### src/rtl/hash_mem_arbiter_if.sv
// hash_mem_arbiter_if: engine-side bus (master = engines drive req/lock/we/addr/wdata; slave = arbiter drives gnt/rvalid/rdata)
interface hash_mem_arbiter_if #(parameter int NUM_REQ = 4);
  logic [NUM_REQ-1:0]    req;
  logic [NUM_REQ-1:0]    lock;
  logic [NUM_REQ-1:0]    we;
  logic [NUM_REQ*16-1:0] addr;
  logic [NUM_REQ*32-1:0] wdata;
  logic [NUM_REQ-1:0]    gnt;
  logic [NUM_REQ-1:0]    rvalid;
  logic [31:0]           rdata;
  modport master (output req, lock, we, addr, wdata, input gnt, rvalid, rdata);
  modport slave (input req, lock, we, addr, wdata, output gnt, rvalid, rdata);
endinterface

### src/rtl/hash_mem_arbiter.sv
// hash_mem_arbiter: round-robin arbiter with burst lock sharing one sync memory port (ports: clk, reset_n, eng slave bus, mem_clk/mem_we/mem_addr/mem_write_data out, mem_read_data in)
module hash_mem_arbiter #(
  parameter int NUM_REQ   = 4,
  parameter int RD_LAT    = 2,
  parameter int MAX_BURST = 16
) (
  input  logic              clk,
  input  logic              reset_n,
  hash_mem_arbiter_if.slave eng,
  output logic              mem_clk,
  output logic              mem_we,
  output logic [15:0]       mem_addr,
  output logic [31:0]       mem_write_data,
  input  logic [31:0]       mem_read_data
);
  localparam int IW = $clog2(NUM_REQ);
  localparam int BW = $clog2(MAX_BURST + 1);
  logic [IW-1:0]     ptr_q, ptr_d, own_q, own_d, rr, win;
  logic              own_v_q, own_v_d, rr_v, hold, win_v, same;
  logic [BW-1:0]     bcnt_q, bcnt_d;
  logic [RD_LAT-1:0] tag_v_q, tag_v_d;
  logic [IW-1:0]     tag_q [RD_LAT];
  logic [IW-1:0]     tag_d [RD_LAT];
  logic              mem_we_q, mem_we_d;
  logic [15:0]       mem_addr_q, mem_addr_d;
  logic [31:0]       mem_wd_q, mem_wd_d;
  always_comb begin
    rr_v = 1'b0;
    rr = ptr_q;
    for (int k = NUM_REQ - 1; k >= 0; k--)
      if (eng.req[(int'(ptr_q) + k) % NUM_REQ]) begin
        rr_v = 1'b1;
        rr = IW'((int'(ptr_q) + k) % NUM_REQ);
      end
  end
  assign hold  = own_v_q && eng.req[own_q] && eng.lock[own_q] && bcnt_q < BW'(MAX_BURST);
  assign win   = hold ? own_q : rr;
  assign win_v = reset_n && (hold || rr_v);
  assign same  = own_v_q && own_q == win;
  assign eng.gnt = win_v ? NUM_REQ'(1) << win : '0;
  always_comb begin
    ptr_d      = win_v ? (int'(win) == NUM_REQ - 1 ? '0 : win + 1'b1) : ptr_q;
    own_v_d    = win_v && eng.lock[win];
    own_d      = win;
    bcnt_d     = !own_v_d ? '0 : !same ? BW'(1) : bcnt_q == BW'(MAX_BURST) ? bcnt_q : bcnt_q + 1'b1;
    mem_we_d   = win_v && eng.we[win];
    mem_addr_d = win_v ? eng.addr[int'(win)*16 +: 16] : mem_addr_q;
    mem_wd_d   = win_v ? eng.wdata[int'(win)*32 +: 32] : mem_wd_q;
    tag_v_d[0] = win_v && !eng.we[win];
    tag_d[0]   = win;
    for (int k = 1; k < RD_LAT; k++) begin
      tag_v_d[k] = tag_v_q[k-1];
      tag_d[k]   = tag_q[k-1];
    end
  end
  always_ff @(posedge clk)
    if (!reset_n) begin
      ptr_q      <= '0;
      own_v_q    <= 1'b0;
      own_q      <= '0;
      bcnt_q     <= '0;
      tag_v_q    <= '0;
      tag_q      <= '{default: '0};
      mem_we_q   <= 1'b0;
      mem_addr_q <= '0;
      mem_wd_q   <= '0;
    end else begin
      ptr_q      <= ptr_d;
      own_v_q    <= own_v_d;
      own_q      <= own_d;
      bcnt_q     <= bcnt_d;
      tag_v_q    <= tag_v_d;
      tag_q      <= tag_d;
      mem_we_q   <= mem_we_d;
      mem_addr_q <= mem_addr_d;
      mem_wd_q   <= mem_wd_d;
    end
  assign eng.rvalid    = tag_v_q[RD_LAT-1] ? NUM_REQ'(1) << tag_q[RD_LAT-1] : '0;
  assign eng.rdata     = mem_read_data;
  assign mem_clk        = clk;
  assign mem_we         = mem_we_q;
  assign mem_addr       = mem_addr_q;
  assign mem_write_data = mem_wd_q;
endmodule

### src/flat_wrapper.sv
// flat-port wrapper written by rule: the top's interface ports become plain ports
module hash_mem_arbiter_flat 
#(
  parameter int NUM_REQ   = 4,
  parameter int RD_LAT    = 2,
  parameter int MAX_BURST = 16
)
  (clk, reset_n, mem_clk, mem_we, mem_addr, mem_write_data, mem_read_data, eng_req, eng_lock, eng_we, eng_addr, eng_wdata, eng_gnt, eng_rvalid, eng_rdata);
  hash_mem_arbiter_if #(.NUM_REQ(NUM_REQ)) eng_i ();
  input  logic clk;
  input  logic reset_n;
  output logic mem_clk;
  output logic mem_we;
  output logic [15:0] mem_addr;
  output logic [31:0] mem_write_data;
  input  logic [31:0] mem_read_data;
  input wire logic [$bits(eng_i.req)-1:0] eng_req;
  input wire logic [$bits(eng_i.lock)-1:0] eng_lock;
  input wire logic [$bits(eng_i.we)-1:0] eng_we;
  input wire logic [$bits(eng_i.addr)-1:0] eng_addr;
  input wire logic [$bits(eng_i.wdata)-1:0] eng_wdata;
  output wire logic [$bits(eng_i.gnt)-1:0] eng_gnt;
  output wire logic [$bits(eng_i.rvalid)-1:0] eng_rvalid;
  output wire logic [$bits(eng_i.rdata)-1:0] eng_rdata;
  assign eng_i.req = eng_req;
  assign eng_i.lock = eng_lock;
  assign eng_i.we = eng_we;
  assign eng_i.addr = eng_addr;
  assign eng_i.wdata = eng_wdata;
  assign eng_gnt = eng_i.gnt;
  assign eng_rvalid = eng_i.rvalid;
  assign eng_rdata = eng_i.rdata;
  hash_mem_arbiter #(.NUM_REQ(NUM_REQ), .RD_LAT(RD_LAT), .MAX_BURST(MAX_BURST)) u_core (.clk(clk), .reset_n(reset_n), .eng(eng_i), .mem_clk(mem_clk), .mem_we(mem_we), .mem_addr(mem_addr), .mem_write_data(mem_write_data), .mem_read_data(mem_read_data));
endmodule
### config.mk
export PLATFORM = sky130hd
export DESIGN_NAME = hash_mem_arbiter_flat
export DESIGN_NICKNAME = d
export VERILOG_FILES = /design/src/rtl/hash_mem_arbiter_if.sv /design/src/rtl/hash_mem_arbiter.sv /design/src/flat_wrapper.sv
export SDC_FILE = /design/constraint.sdc
export NUM_CORES = 1
export LEC_CHECK = 0
export CAP_MARGIN = 15
export CORE_ASPECT_RATIO = 0.6
export CORE_MARGIN = 2
export CORE_UTILIZATION = 31
export CTS_BUF_LIST = sky130_fd_sc_hd__clkbuf_8
export DETAILED_ROUTE_END_ITERATION = 8
export GPL_ROUTABILITY_DRIVEN = 0
export GPL_TIMING_DRIVEN = 1
export HOLD_SLACK_MARGIN = 0.06
export PLACE_DENSITY = 0.87
export SETUP_SLACK_MARGIN = 0.3
export SLEW_MARGIN = 25
export SYNTH_ARGS = -nofsm -noshare
export SYNTH_HDL_FRONTEND = slang
export SYNTH_SLANG_ARGS = --single-unit
export TNS_END_PERCENT = 100
### constraint.sdc
create_clock -name clk -period 2.13 [get_ports clk]
set_input_delay 0.3195 -clock clk [delete_from_list [all_inputs] [get_ports clk]]
set_output_delay 0.3195 -clock clk [all_outputs]
set_load 0.02 [all_outputs]
Word-level counts from Yosys, hierarchy flattened

Cells that the tools add are included.
W data, S select, Z words.

Add/sub/neg operators: 5
Magnitude comparators: 7
Equal/unequal tests: 4
Shift-type cells: 4
Muxes and demuxes: 33
Bitwise gates (word level): 3
Reduce and logical (&&, ||, !) cells: 15

Operators by type and width:

| kind                  | number |
|---|---|
| $shiftx A128 B8 Y32   | 1 |
| $shiftx A64 B7 Y16    | 1 |
| $mux W1               | 17 |
| $bmux W1 S2           | 8 |
| $lt A3 B4 Y1 const B  | 3 |
| $mux W2               | 6 |
| $lt A2 B3 Y1 const B  | 3 |
| $logic_and A1 B1 Y1   | 8 |
| $mux W4               | 2 |
| $shl A1 B2 Y4 const A | 2 |
| $reduce_or A2 Y1      | 3 |
| $add A5 B1 Y5 const B | 1 |
| $eq A5 B5 Y1 const B  | 1 |
| $lt A5 B5 Y1 const B  | 1 |
| $add A2 B1 Y2 const B | 2 |
| $add A2 B2 Y2 const B | 2 |
| $and A1 B1 Y1 const A | 3 |
| $reduce_and A3 Y1     | 1 |
| $eq A2 B1 Y1 const B  | 1 |
| $eq A2 B2 Y1          | 1 |
| $ne A2 B2 Y1 const B  | 1 |
| $reduce_and A2 Y1     | 1 |
| $logic_not A1 Y1      | 1 |
| $logic_or A1 B1 Y1    | 1 |

Register bits: 63
Output and inout port bits: 90
Logic and storage cells: 81

Depth between registers and ports, before layout

Gate-level depths: netlist of the first run.

Depth in word-level cells: 15
Mapped depth: 10

==> metrics.csv, run 1 <==
stage,metric,value,unit
logic_synthesis,ys_types,37,
sta,hold_viol,0,
route,vias,4273,
route,vias_per_cell,5.004,
grt,grt_pass1_vias,4568,
critical_path,cpPeakStageDelay,500,ps
critical_path,critPathRequiredTime,1810,ps
critical_path,startpoint_type,register,
logic_synthesis,async_reset_ff_share,0,%
sta,fin_crit_sh,120.9,%
cts,path_clk_slew,70,ps
critical_path,path_cells,and3b_1 > or4_4 > nand2_4 > a22o_4 > inv_4 > ha_2 > and2_4 > buf_6,
route,drt_iter0_drc,133,
outcome,outcome,finished with violations,
placed_design,numPortBuffers,263,
cts,cts_tree,done,
route,ant_nets,0,
cts,holdBufCountCts,0,
route,drt_first_pass_iters,4,
critical_path,critPathLaunch,u_core.ptr_q[1]$_SDFFE_PN0P_,
route,wl,15460,um
critical_path,worstPathArrival,2260,ps
cts,clk_latency,440,ps
critical_path,reg2regPathDepth,11,
critical_path,reg2reg_setup_slack,-410,ps
floorplanning,initial_core_util,31.49,%
placed_design,dp_hpwl,10920,um
pwr,leakagePower,3.413,nW
floorplanning,io_pins,328,
sta,slew_violations,0,
floorplanning,die_y,92.09,um
logic_synthesis,synth_area_leaders,"dfxtp_1, mux2i_1, a21o_1",
critical_path,critPathCapture,eng_gnt[1],
final_layout,nets,924,
logic_synthesis,ys.warnings.count,0,
floorplanning,dieArea,13890,sq um
flow_run,drv_cap,0,
worst_hold_path,hold_class,reg2reg,
floorplanning,die_w,150.8,um
floorplanning,rows,32,
route,route.detailed.drc,0,
sta,fin_hold_ws,444.4,ps
final_layout,num-fill-cells,1037,
final_layout,design_area,7635,sq um
grt,globalRouteOverflowTotal,0,
grt,grt_first_pass_wirelength,22910,um
grt,grtUsageTotal,21.65,%
sta,finalCriticalPeriod,2575,ps
sta,layout_setup_ws,-445.4,ps
sta,slew_headroom,56.19,%
critical_path,critPathMaxFanout,6,
sta,setup_violations,60,
final_layout,finish.utilization,59.96,%
placed_design,placed_area,6754,sq um
pwr,vdd_drop_max,0.6168,mV
sta,fin_skew,7.300,ps
critical_path,cp_slowest_cell,or4_4,
critical_path,endpoint_kind,primary output,
logic_synthesis,ys_seq_area_share,31.46,%
sta,max_freq,388.3,MHz
final_layout,n_antenna_cell,0,
grt,grt_max_degree,28,
final_layout,syn2layout_area_growth,90.45,%
logic_synthesis,synthCells,410,
sta,worstMarginPinSlew,652.1,ps
final_layout,drive_gt1_share,17.69,%
critical_path,reg2reg_to,u_core.mem_addr[14]$_SDFFE_PN0P_,
floorplanning,core_area,12730,sq um
logic_synthesis,avgSynthCellArea,9.778,sq um
logic_synthesis,synth_top_cell_by_area,dfxtp_1,
critical_path,criticalPathCategory,reg2out,
logic_synthesis,netlist.area_leader.share,31.46,%
pwr,fin_total_pwr,8.610,mW
pwr,power.density,1128,nW/um^2
logic_synthesis,ys_ff_latch,63,
route,wl_per_cell,18.10,um
sta,rsz0062_at_grt,yes,
outcome,failed_checks,negative setup slack,
logic_synthesis,synth_edf_count,0,
logic_synthesis,syn_nets,654,
logic_synthesis,yosys_most_used_dff,dfxtp_1,
logic_synthesis,synth_area,4009,sq um
critical_path,reg2reg_from,u_core.ptr_q[1]$_SDFFE_PN0P_,
grt,antenna_found_initial,0,
[sequential cells by signal, summed over array words and instances, names as in the netlist]
signal,cells
u_core.mem_write_data,32
u_core.mem_addr,16
u_core.bcnt_q,5
u_core.own_q,2
u_core.ptr_q,2
u_core.tag_q,2
u_core.tag_v_q,2
u_core.mem_we,1
u_core.own_v_q,1
[per-layer routing]
| metal | part of all wire, % | global-route usage, % | wire length, um |
|---|---|---|---|
| met5 | 0 | 0 | 0 |
| met4 | 2.0 | 7.555 | 316 |
| met3 | 10 | 8.607 | 1551 |
| met2 | 49 | 38.03 | 7641 |
| met1 | 38 | 23.66 | 5948 |
[worst max-delay path, delay by kind of cell, from the launching register on]
kind                     cells  cell delay [ps]
flip-flops                   1              360
buffers and inverters        2              170
AO/OA/AOI/OAI                1              180
AND/OR/NAND/NOR              4              930
adder cells (fa/ha/maj)      1              160
[final cells by class]
cell class                 instances  area (sq um)  share of cell area, %
timing repair buffer             317          3448                  45.17
sequential                        63          1272                  16.67
clock inverter                     4         46.29                 0.6064
multi-input combinational        278          2426                  31.78
tap                              170         212.7                  2.786
clock buffer                      15         197.7                  2.589
inverter                           7         31.28                 0.4097
[worst min-delay path by stage]
stage	slack (ps)	end	startpoint	depth (start not counted)
final	440	u_core.tag_v_q[1]$_SDFF_PN0_	u_core.tag_v_q[0]$_SDFF_PN0_	1
after global routing	470	u_core.mem_write_data[19]$_SDFFE_PN0P_	u_core.mem_write_data[19]$_SDFFE_PN0P_	1
after CTS	450	u_core.tag_v_q[1]$_SDFF_PN0_	u_core.tag_v_q[0]$_SDFF_PN0_	1
after detailed placement	430	u_core.tag_v_q[1]$_SDFF_PN0_	u_core.tag_v_q[0]$_SDFF_PN0_	1
after global placement	420	u_core.tag_v_q[1]$_SDFF_PN0_	u_core.tag_v_q[0]$_SDFF_PN0_	1
after floorplan	410	u_core.tag_v_q[1]$_SDFF_PN0_	u_core.tag_v_q[0]$_SDFF_PN0_	1
[cells in the mapped netlist (2+ instances only)]
cell / n
a21oi_1: 4
xnor2_1: 4
nor2b_1: 7
nor2_1: 6
dfxtp_1: 63
and3b_1: 3
nand2b_1: 2
inv_1: 7
a21o_1: 48
nor3b_1: 2
buf_4: 35
clkbuf_1: 9
buf_6: 10
o22ai_1: 48
and2_1: 12
o21ai_0: 2
nand2_1: 13
nand3_1: 2
ha_1: 6
buf_2: 6
mux2i_1: 103
buf_8: 2
nor3_1: 2
[where the power goes]
group	switching (mW)	leakage [nW]	total, mW	internal, mW
combinational	2.37	2.76	5.55	3.18
clock	0.517	0.128	1.24	0.724
sequential	0.230	0.524	1.82	1.59
total	3.12	3.41	8.61	5.49
[through the flow]
stage | setup slack (ps) | cells | TNS [ps]
final | -445.4 | 854 | -17580
after global routing | -532.1 | 854 | -23080
after CTS | -398.8 | 850 | -13360
after detailed placement | -936.8 | 812 | -45640
after global placement | -833.7 | 812 | -41010
after floorplan | -109.4 | 410 | -329.1
[placed cells by master (no fill, tap or decap), types with 2 or more instances in the layout]
cell | synthesis | routed
dfxtp_1 | 63 | 60
inv_4 | 0 | 2
nand2_1 | 13 | 8
clkdlybuf4s50_1 | 0 | 250
and2_1 | 12 | 6
xnor2_1 | 4 | 4
nor3_1 | 2 | 2
a21oi_1 | 4 | 3
inv_1 | 7 | 5
nand2_2 | 0 | 3
mux2i_4 | 0 | 2
clkbuf_8 | 0 | 14
mux2i_1 | 103 | 95
and3b_1 | 3 | 3
buf_4 | 35 | 26
ha_2 | 0 | 2
nand2_4 | 0 | 2
nor2b_1 | 7 | 6
buf_16 | 0 | 8
ha_4 | 0 | 2
bufbuf_16 | 0 | 2
a21o_1 | 48 | 48
buf_12 | 0 | 14
dlygate4sd2_1 | 0 | 6
ha_1 | 6 | 2
nand3_1 | 2 | 2
o22ai_1 | 48 | 47
nor2_1 | 6 | 5
and2_4 | 0 | 5
mux2i_2 | 0 | 6
dfxtp_4 | 0 | 3
buf_6 | 10 | 8
[cells by family after synthesis]
logic type	synth area share (%)
xor gates and xnor gates	0.8738
AOI/OAI and AO/OA	19.57
buffers and inverters	12.36
DFF	31.46
and+or+nand+nor	7.865
muxes	26.00
adders and majority gates	1.873
[what timing repair did]
item	CTS	global route
setup buffers	11	3
gates cloned	9	1
pin swaps	17	13
resized for setup	74	22
setup endpoints to repair	67	64
Power figures use the tool's default switching activity.
==> run 2, diff against run 1 <==
--- a/config.mk
+++ b/config.mk
@@ -6,15 +6,14 @@
 export NUM_CORES = 1
 export LEC_CHECK = 0
 export CAP_MARGIN = 15
-export CORE_ASPECT_RATIO = 0.6
-export CORE_MARGIN = 2
-export CORE_UTILIZATION = 31
+export CORE_AREA = 2 2 126 128
 export CTS_BUF_LIST = sky130_fd_sc_hd__clkbuf_8
 export DETAILED_ROUTE_END_ITERATION = 8
+export DIE_AREA = 0 0 128 130
 export GPL_ROUTABILITY_DRIVEN = 0
 export GPL_TIMING_DRIVEN = 1
 export HOLD_SLACK_MARGIN = 0.06
-export PLACE_DENSITY = 0.87
+export PLACE_DENSITY = 0.74
 export SETUP_SLACK_MARGIN = 0.3
 export SLEW_MARGIN = 25
 export SYNTH_ARGS = -nofsm -noshare
==> constraint.sdc (replaced) <==
create_clock -name clk -period 2.6 [get_ports clk]
set_input_delay 0.39 -clock clk [delete_from_list [all_inputs] [get_ports clk]]
set_output_delay 0.39 -clock clk [all_outputs]
set_load 0.02 [all_outputs]
==> run 2 against run 1 <==
- the flow now finishes without violations
- via count is 2.6% lower
- first-iteration DRC count is 22% lower
- sequential share of layout area increased by 0.69 points
- count of clock-buffer cells in the layout fell by 1
- wire length decreased by 7.7%
- register-to-register slack better by 550 ps
- critical path depth unchanged
- non-clock buffer count shrank 11
- global-route usage shrank 6.0 points
- core utilization down 13 points
==> metrics.csv, run 2 (synthesis results as in run 1) <==
stage,metric,value,unit
outcome,outcome,"complete, no violations",
placed_design,numPortBuffers,263,
sta,max_freq,388.1,MHz
grt,grt_use_met3,5.166,%
floorplanning,initial_core_util,25.99,%
route,drt_first_pass_iters,4,
grt,globalRouteOverflowTotal,0,
critical_path,critPathRequiredTime,2210,ps
route,vias,4162,
final_layout,multi_input_area,2386,sq um
sta,hold_viol,0,
sta,finalSetupTns,0,ps
critical_path,critPathLaunch,u_core.ptr_q[1]$_SDFFE_PN0P_,
cts,clk_latency,440,ps
critical_path,path_cells,and3b_1 > or4_4 > nand2_4 > a22o_4 > inv_4 > ha_4 > and2_4 > buf_6,
final_layout,final_common_cell,clkdlybuf4s50_1,
pwr,vdd_drop_max,0.5381,mV
floorplanning,die_y,130,um
critical_path,reg2reg_to,u_core.mem_write_data[21]$_SDFFE_PN0P_,
critical_path,reg2regPathDepth,9,
cts,holdBufCountCts,0,
final_layout,largest_reg_flops,32,
sta,setup_violations,0,
sta,fin_crit_sh,99.11,%
grt,antenna_found_initial,0,
route,vias_per_cell,4.806,
critical_path,reg2reg_from,u_core.ptr_q[1]$_SDFFE_PN0P_,
route,route.detailed.drc,0,
grt,grtUsageTotal,15.64,%
sta,slew_headroom,56.01,%
critical_path,startpoint_type,register,
pwr,p_comb_share,60.7,%
final_layout,num-fill-cells,1420,
critical_path,cp_slowest_cell,or4_4,
sta,worstMarginPinSlew,654.9,ps
floorplanning,rows,46,
sta,slew_violations,0,
grt,grtUsageMet2,29.10,%
grt,busiest_layer,met2,
final_layout,syn2layout_area_growth,82.55,%
placed_design,placedCellCount,830,
critical_path,critPathCapture,eng_gnt[1],
pwr,leakagePower,3.250,nW
final_layout,nets,913,
grt,grt_first_pass_wirelength,20200,um
placed_design,placed_area,6689,sq um
sta,rsz0062_at_grt,yes,
floorplanning,io_pins,328,
route,wl,14270,um
final_layout,drive_gt1_share,15.28,%
cts,path_clk_slew,70,ps
route,drt_iter0_drc,104,
final_layout,layout_common_cells,"clkdlybuf4s50_1, mux2i_1, dfxtp_1",
flow_run,drv_cap,0,
critical_path,criticalPathCategory,reg2out,
final_layout,layoutNonFillerInstCount,866,
pwr,power.density,900.5,nW/um^2
route,wl_per_cell,16.48,um
pwr,p_switching,2.402,mW
final_layout,n_antenna_cell,0,
worst_hold_path,hold_class,reg2reg,
grt,grt_max_degree,36,
critical_path,endpoint_kind,primary output,
grt,use_met1,15.76,%
sta,finalCriticalPeriod,2577,ps
route,ant_nets,0,
critical_path,reg2reg_setup_slack,140,ps
grt,grt_pass1_vias,4190,
critical_path,critPathMaxFanout,6,
pwr,p_int,4.188,mW
cts,cts_tree,done,
critical_path,cpPeakStageDelay,490,ps
critical_path,worstPathArrival,2190,ps
pwr,p_sw_share,36.45,%
pwr,clockPowerShare,16.8,%
placed_design,dp_hpwl,10850,um
sta,fin_skew,8.846,ps
floorplanning,core_area,15420,sq um
final_layout,design_area,7318,sq um
final_layout,regArea,1270,sq um
floorplanning,die_w,128,um
floorplanning,dieArea,16640,sq um
pwr,seqPwrFrac,22.5,%
==> run 2: cell types whose count changed in the layout (fill, tap and decap cells not counted), sizes merged, moves of 2 or more <==
cell,previous run,this run
buf,57,46
clkdlybuf4s50,250,252
clkinv,1,4
bufbuf,2,0
==> run 2: power by group through the flow <==
stage          combinational, mW  sequential (mW)  clock [mW]
2_1_floorplan               1.92             1.81      0.0449
6_report                    4.00             1.48        1.11
5_1_grt                     4.23             1.52        1.22
3_3_place_gp                3.38             1.48      0.0517
4_1_cts                     3.54             1.48        1.17
3_5_place_dp                3.44             1.50      0.0517
==> run 2: how the worst min path moves through the flow <==
stage,start,endpoint,slack (ps),cells past startpoint
detailed placement,u_core.mem_addr[15]$_SDFFE_PN0P_,u_core.mem_addr[15]$_SDFFE_PN0P_,440,1
finish,u_core.tag_v_q[0]$_SDFF_PN0_,u_core.tag_v_q[1]$_SDFF_PN0_,440,1
CTS,u_core.mem_addr[15]$_SDFFE_PN0P_,u_core.mem_addr[15]$_SDFFE_PN0P_,450,1
floorplan,u_core.tag_v_q[0]$_SDFF_PN0_,u_core.tag_v_q[1]$_SDFF_PN0_,410,1
global placement,u_core.tag_v_q[0]$_SDFF_PN0_,u_core.tag_v_q[1]$_SDFF_PN0_,420,1
global route,u_core.mem_addr[1]$_SDFFE_PN0P_,u_core.mem_addr[1]$_SDFFE_PN0P_,460,1
==> run 2: through the flow <==
stage	util (%)	power [mW]	hold slack [ps]	setup slack, ps
5_1_grt	47.44	6.969	463.0	-67.65
3_5_place_dp	43.36	4.983	438.1	-691.9
3_3_place_gp	43.36	4.910	424.1	-621.4
4_1_cts	45.65	6.188	454.4	-8.179
2_1_floorplan	-	3.781	411.8	231.1
6_report	47.44	6.590	444.3	23.23
==> run 2: layer usage <==
layer  part of all wire (%)  vias up  wire length, um
met1                     37     1951             5343
met3                    7.5       32             1067
li1                       -     1994                -
met4                    2.5        0              358
met5                      0        -                0
met2                     53      185             7501
==> run 2: layout make-up <==
cell class                 count  share of cell area (%)
timing repair buffer         306                   42.66
sequential                    63                   17.35
clock inverter                 6                   1.145
inverter                       7                  0.3932
multi-input combinational    278                   32.60
clock buffer                  14                   2.565
tap                          192                   3.283
==> run 2: worst max-delay path, delay by kind of cell (launching register included) <==
family                   cells  cell delay, ps
AND/OR/NAND/NOR              4             890
flip-flops                   1             360
buffers and inverters        2             180
AO/OA/AOI/OAI                1             170
adder cells (fa/ha/maj)      1             150
==> run 2: repair_timing <==
item	CTS	global route
pin swaps	7	21
endpoints found under the setup margin	61	56
endpoints found under the hold margin	0	0
setup buffers	3	9
resized for setup	48	30
gates cloned	0	5
==> run 3, diff against run 2 <==
--- a/config.mk
+++ b/config.mk
@@ -5,15 +5,17 @@
 export SDC_FILE = /design/constraint.sdc
 export NUM_CORES = 1
 export LEC_CHECK = 0
+export ABC_AREA = 1
 export CAP_MARGIN = 15
-export CORE_AREA = 2 2 126 128
+export CORE_ASPECT_RATIO = 0.6
+export CORE_MARGIN = 2
+export CORE_UTILIZATION = 39
 export CTS_BUF_LIST = sky130_fd_sc_hd__clkbuf_8
 export DETAILED_ROUTE_END_ITERATION = 8
-export DIE_AREA = 0 0 128 130
 export GPL_ROUTABILITY_DRIVEN = 0
 export GPL_TIMING_DRIVEN = 1
 export HOLD_SLACK_MARGIN = 0.06
-export PLACE_DENSITY = 0.74
+export PLACE_DENSITY = 0.91
 export SETUP_SLACK_MARGIN = 0.3
 export SLEW_MARGIN = 25
 export SYNTH_ARGS = -nofsm -noshare
==> run 3 against run 2 <==
- the run now ends with negative setup slack left
- count of clock-buffer cells in the layout decreased by 1
- combinational power rose to 2.8 times the previous value
- largest power group unchanged
- synthesized cell count is 120% higher
- largest cell class is now multi-input gates
- sequential power grew 3%
- critical path type unchanged
==> metrics.csv, run 3 <==
stage,metric,value,unit
outcome,outcome,finished with violations,
pwr,leakagePower,4.575,nW
logic_synthesis,async_reset_ff_share,0,%
outcome,failed_checks,negative setup slack,
logic_synthesis,synth_area_leaders,"dfxtp_1, nand3b_1, nand2_1",
logic_synthesis,ys_seq_area_share,23.98,%
final_layout,syn2layout_area_growth,84.20,%
logic_synthesis,netlist.area_leader.share,23.98,%
final_layout,drive_gt1_share,25.70,%
logic_synthesis,ys_ff_latch,63,
grt,globalRouteOverflowTotal,0,
route,route.detailed.drc,0,
route,wl_per_cell,18.08,um
floorplanning,core_area,13010,sq um
placed_design,placedCellCount,1264,
logic_synthesis,synth_top_cell_by_area,dfxtp_1,
logic_synthesis,syn_nets,1126,
critical_path,path_cells,inv_6 > nand2_2 > nand3_1 > nand2_1 > inv_1 > nand2_4 > nand2_4 > nand3_4 > nand2_8 > inv_8 > ha_4 > inv_4 > nor2_4 > buf_6,
placed_design,placed_area,7894,sq um
sta,layout_setup_ws,-101.2,ps
logic_synthesis,synth_edf_count,0,
logic_synthesis,synthCells,882,
critical_path,cp.depth,14,
sta,finalCriticalPeriod,2701,ps
critical_path,reg2regPathDepth,19,
sta,worstMarginPinSlew,541.3,ps
floorplanning,rows,32,
floorplanning,die_w,153.9,um
route,wl,23750,um
sta,setup_violations,4,
pwr,vdd_drop_max,1.270,mV
floorplanning,dieArea,14460,sq um
critical_path,startpoint_type,register,
pwr,seqPwrFrac,11.1,%
grt,antenna_found_initial,0,
critical_path,endpoint_kind,primary output,
critical_path,path_delay_family,simple AND/OR/NAND/NOR gates,
logic_synthesis,avgSynthCellArea,5.962,sq um
grt,grt_max_degree,53,
critical_path,criticalPathCategory,reg2out,
sta,fin_hold_ws,288.2,ps
floorplanning,initial_core_util,40.41,%
route,drt_first_pass_iters,6,
sta,fin_crit_sh,103.9,%
floorplanning,die_y,93.95,um
cts,cts_tree,done,
sta,slew_headroom,63.92,%
critical_path,critPathLaunch,u_core.ptr_q[0]$_SDFFE_PN0P_,
grt,use_met1,32.86,%
critical_path,cpPeakStageDelay,430,ps
logic_synthesis,ys_types,27,
critical_path,critPathMaxFanout,7,
pwr,p_sw_share,50.86,%
pwr,fin_total_pwr,13.78,mW
sta,hold_viol,0,
route,drt_iter0_drc,586,
pwr,p_int,6.770,mW
grt,grt_use_met3,8.672,%
logic_synthesis,yosys-top-cells-count,"nand2_1, inv_1, nand3_1, nor2_1, nand3b_1",
pwr,power.density,1422,nW/um^2
sta,max_freq,370.2,MHz
grt,grt_first_pass_wirelength,31340,um
critical_path,cp_slowest_cell,dfxtp_4,
placed_design,numPortBuffers,263,
cts,path_clk_slew,80,ps
sta,slew_violations,0,
critical_path,crit_buf_inv,5,
grt,grt_pass1_vias,6312,
logic_synthesis,yosys_most_used_dff,dfxtp_1,
grt,busiest_layer,met2,
worst_hold_path,hold_class,in2reg,
final_layout,largest_reg_flops,32,
final_layout,nets,1384,
cts,holdBufCountCts,0,
cts,clk_latency,450,ps
final_layout,n_antenna_cell,0,
logic_synthesis,ys.warnings.count,0,
critical_path,critPathCapture,eng_gnt[2],
sta,fin_skew,10.29,ps
route,ant_nets,0,
critical_path,reg2reg_setup_slack,20,ps
critical_path,reg2reg_to,u_core.bcnt_q[3]$_SDFFE_PN0N_,
grt,grtUsageTotal,27.25,%
pwr,p_switching,7.008,mW
sta,rsz0062_at_grt,yes,
final_layout,design_area,9687,sq um
floorplanning,io_pins,328,
final_layout,final_common_cell,clkdlybuf4s50_1,
final_layout,layout_common_cells,"clkdlybuf4s50_1, inv_1, nand3b_1",
flow_run,drv_cap,0,
placed_design,dp_hpwl,14140,um
logic_synthesis,synth_area,5259,sq um
critical_path,reg2reg_from,u_core.ptr_q[0]$_SDFFE_PN0P_,
final_layout,finish.utilization,74.44,%
pwr,clockPowerShare,7.2,%
sta,finalSetupTns,-286.2,ps
critical_path,critPathRequiredTime,2210,ps
critical_path,worstPathArrival,2310,ps
grt,grtUsageMet2,46.02,%
pwr,p_comb_share,81.8,%
placed_design,place_ws,-661.4,ps
critical_path,crit_top_cell,nand2_4,
route,vias_per_cell,5.294,
logic_synthesis,yosysMostFrequentCell,nand2_1,
final_layout,layoutNonFillerInstCount,1314,
route,vias,6956,
==> run 3: changes by cell type in the layout (fill, tap and decap cells not counted), moves of 44 or more <==
cell,delta
o22ai_1,-46
nand2_4,+49
nor2_1,+90
nand2_2,+44
mux2i_1,-97
inv_1,+114
nand3_2,+60
o21ai_0,+47
a21o_1,-48
nand2_1,+86
nand3b_1,+96
nand3_1,+57
==> run 3: layout make-up <==
cell class                      instances  area [sq um]
Multi-Input combinational cell        601          3976
Clock buffer                           13         173.9
Tap cell                              170         212.7
Inverter                              128         498.0
Clock inverter                          6         55.05
Sequential cell                        63          1269
Fill cell                             910          3326
Timing Repair Buffer                  333          3502
==> run 3: how the worst min path moves through the flow <==
stage	startpoint	endpoint	cells after the start
finish	reset_n	u_core.own_q[1]$_SDFF_PN0_	3
global route	reset_n	u_core.own_q[1]$_SDFF_PN0_	3
CTS	reset_n	u_core.own_q[1]$_SDFF_PN0_	3
detailed placement	u_core.tag_v_q[0]$_SDFF_PN0_	u_core.tag_v_q[1]$_SDFF_PN0_	2
global placement	u_core.tag_v_q[0]$_SDFF_PN0_	u_core.tag_v_q[1]$_SDFF_PN0_	2
floorplan	u_core.tag_v_q[0]$_SDFF_PN0_	u_core.tag_v_q[1]$_SDFF_PN0_	2
==> run 3: what timing repair did <==
item / CTS / global route
gates cloned: 1 / 13
endpoints found under the setup margin: 61 / 60
setup buffers: 12 / 6
gates resized for setup: 83 / 248
pin swaps: 22 / 98
==> run 3: worst min-delay path, delay by kind of cell <==
kind	cells	cell delay (ps)
buffers and inverters	2	200
AND/OR/NAND/NOR	1	110
==> run 3: kinds of logic after synthesis <==
| logic type | after synthesis | synth area share [%] |
|---|---|---|
| adder cells (fa/ha/maj) | 6 | 1.428 |
| flip-flops | 63 | 23.98 |
| buffers and inverters | 218 | 19.58 |
| AO/OA/AOI/OAI | 57 | 5.568 |
| AND/OR/NAND/NOR | 534 | 48.77 |
| XOR/XNOR | 4 | 0.6661 |
==> run 3: routing by layer <==
layer / vias to the layer above / part of all wire [%]
li1: 3265 / -
met1: 3206 / 40
met3: 67 / 8.6
met4: 0 / 3.1
met5: - / 0
met2: 418 / 49
==> run 3: power groups by stage <==
| stage | logic, mW | registers [mW] | clock network [mW] |
|---|---|---|---|
| after global placement | 6.78 | 1.50 | 0.0517 |
| after detailed placement | 6.93 | 1.51 | 0.0517 |
| after CTS | 7.67 | 1.51 | 0.999 |
| final | 11.3 | 1.53 | 0.988 |
| after global routing | 12.0 | 1.56 | 1.06 |
| after floorplan | 4.46 | 1.84 | 0.0449 |
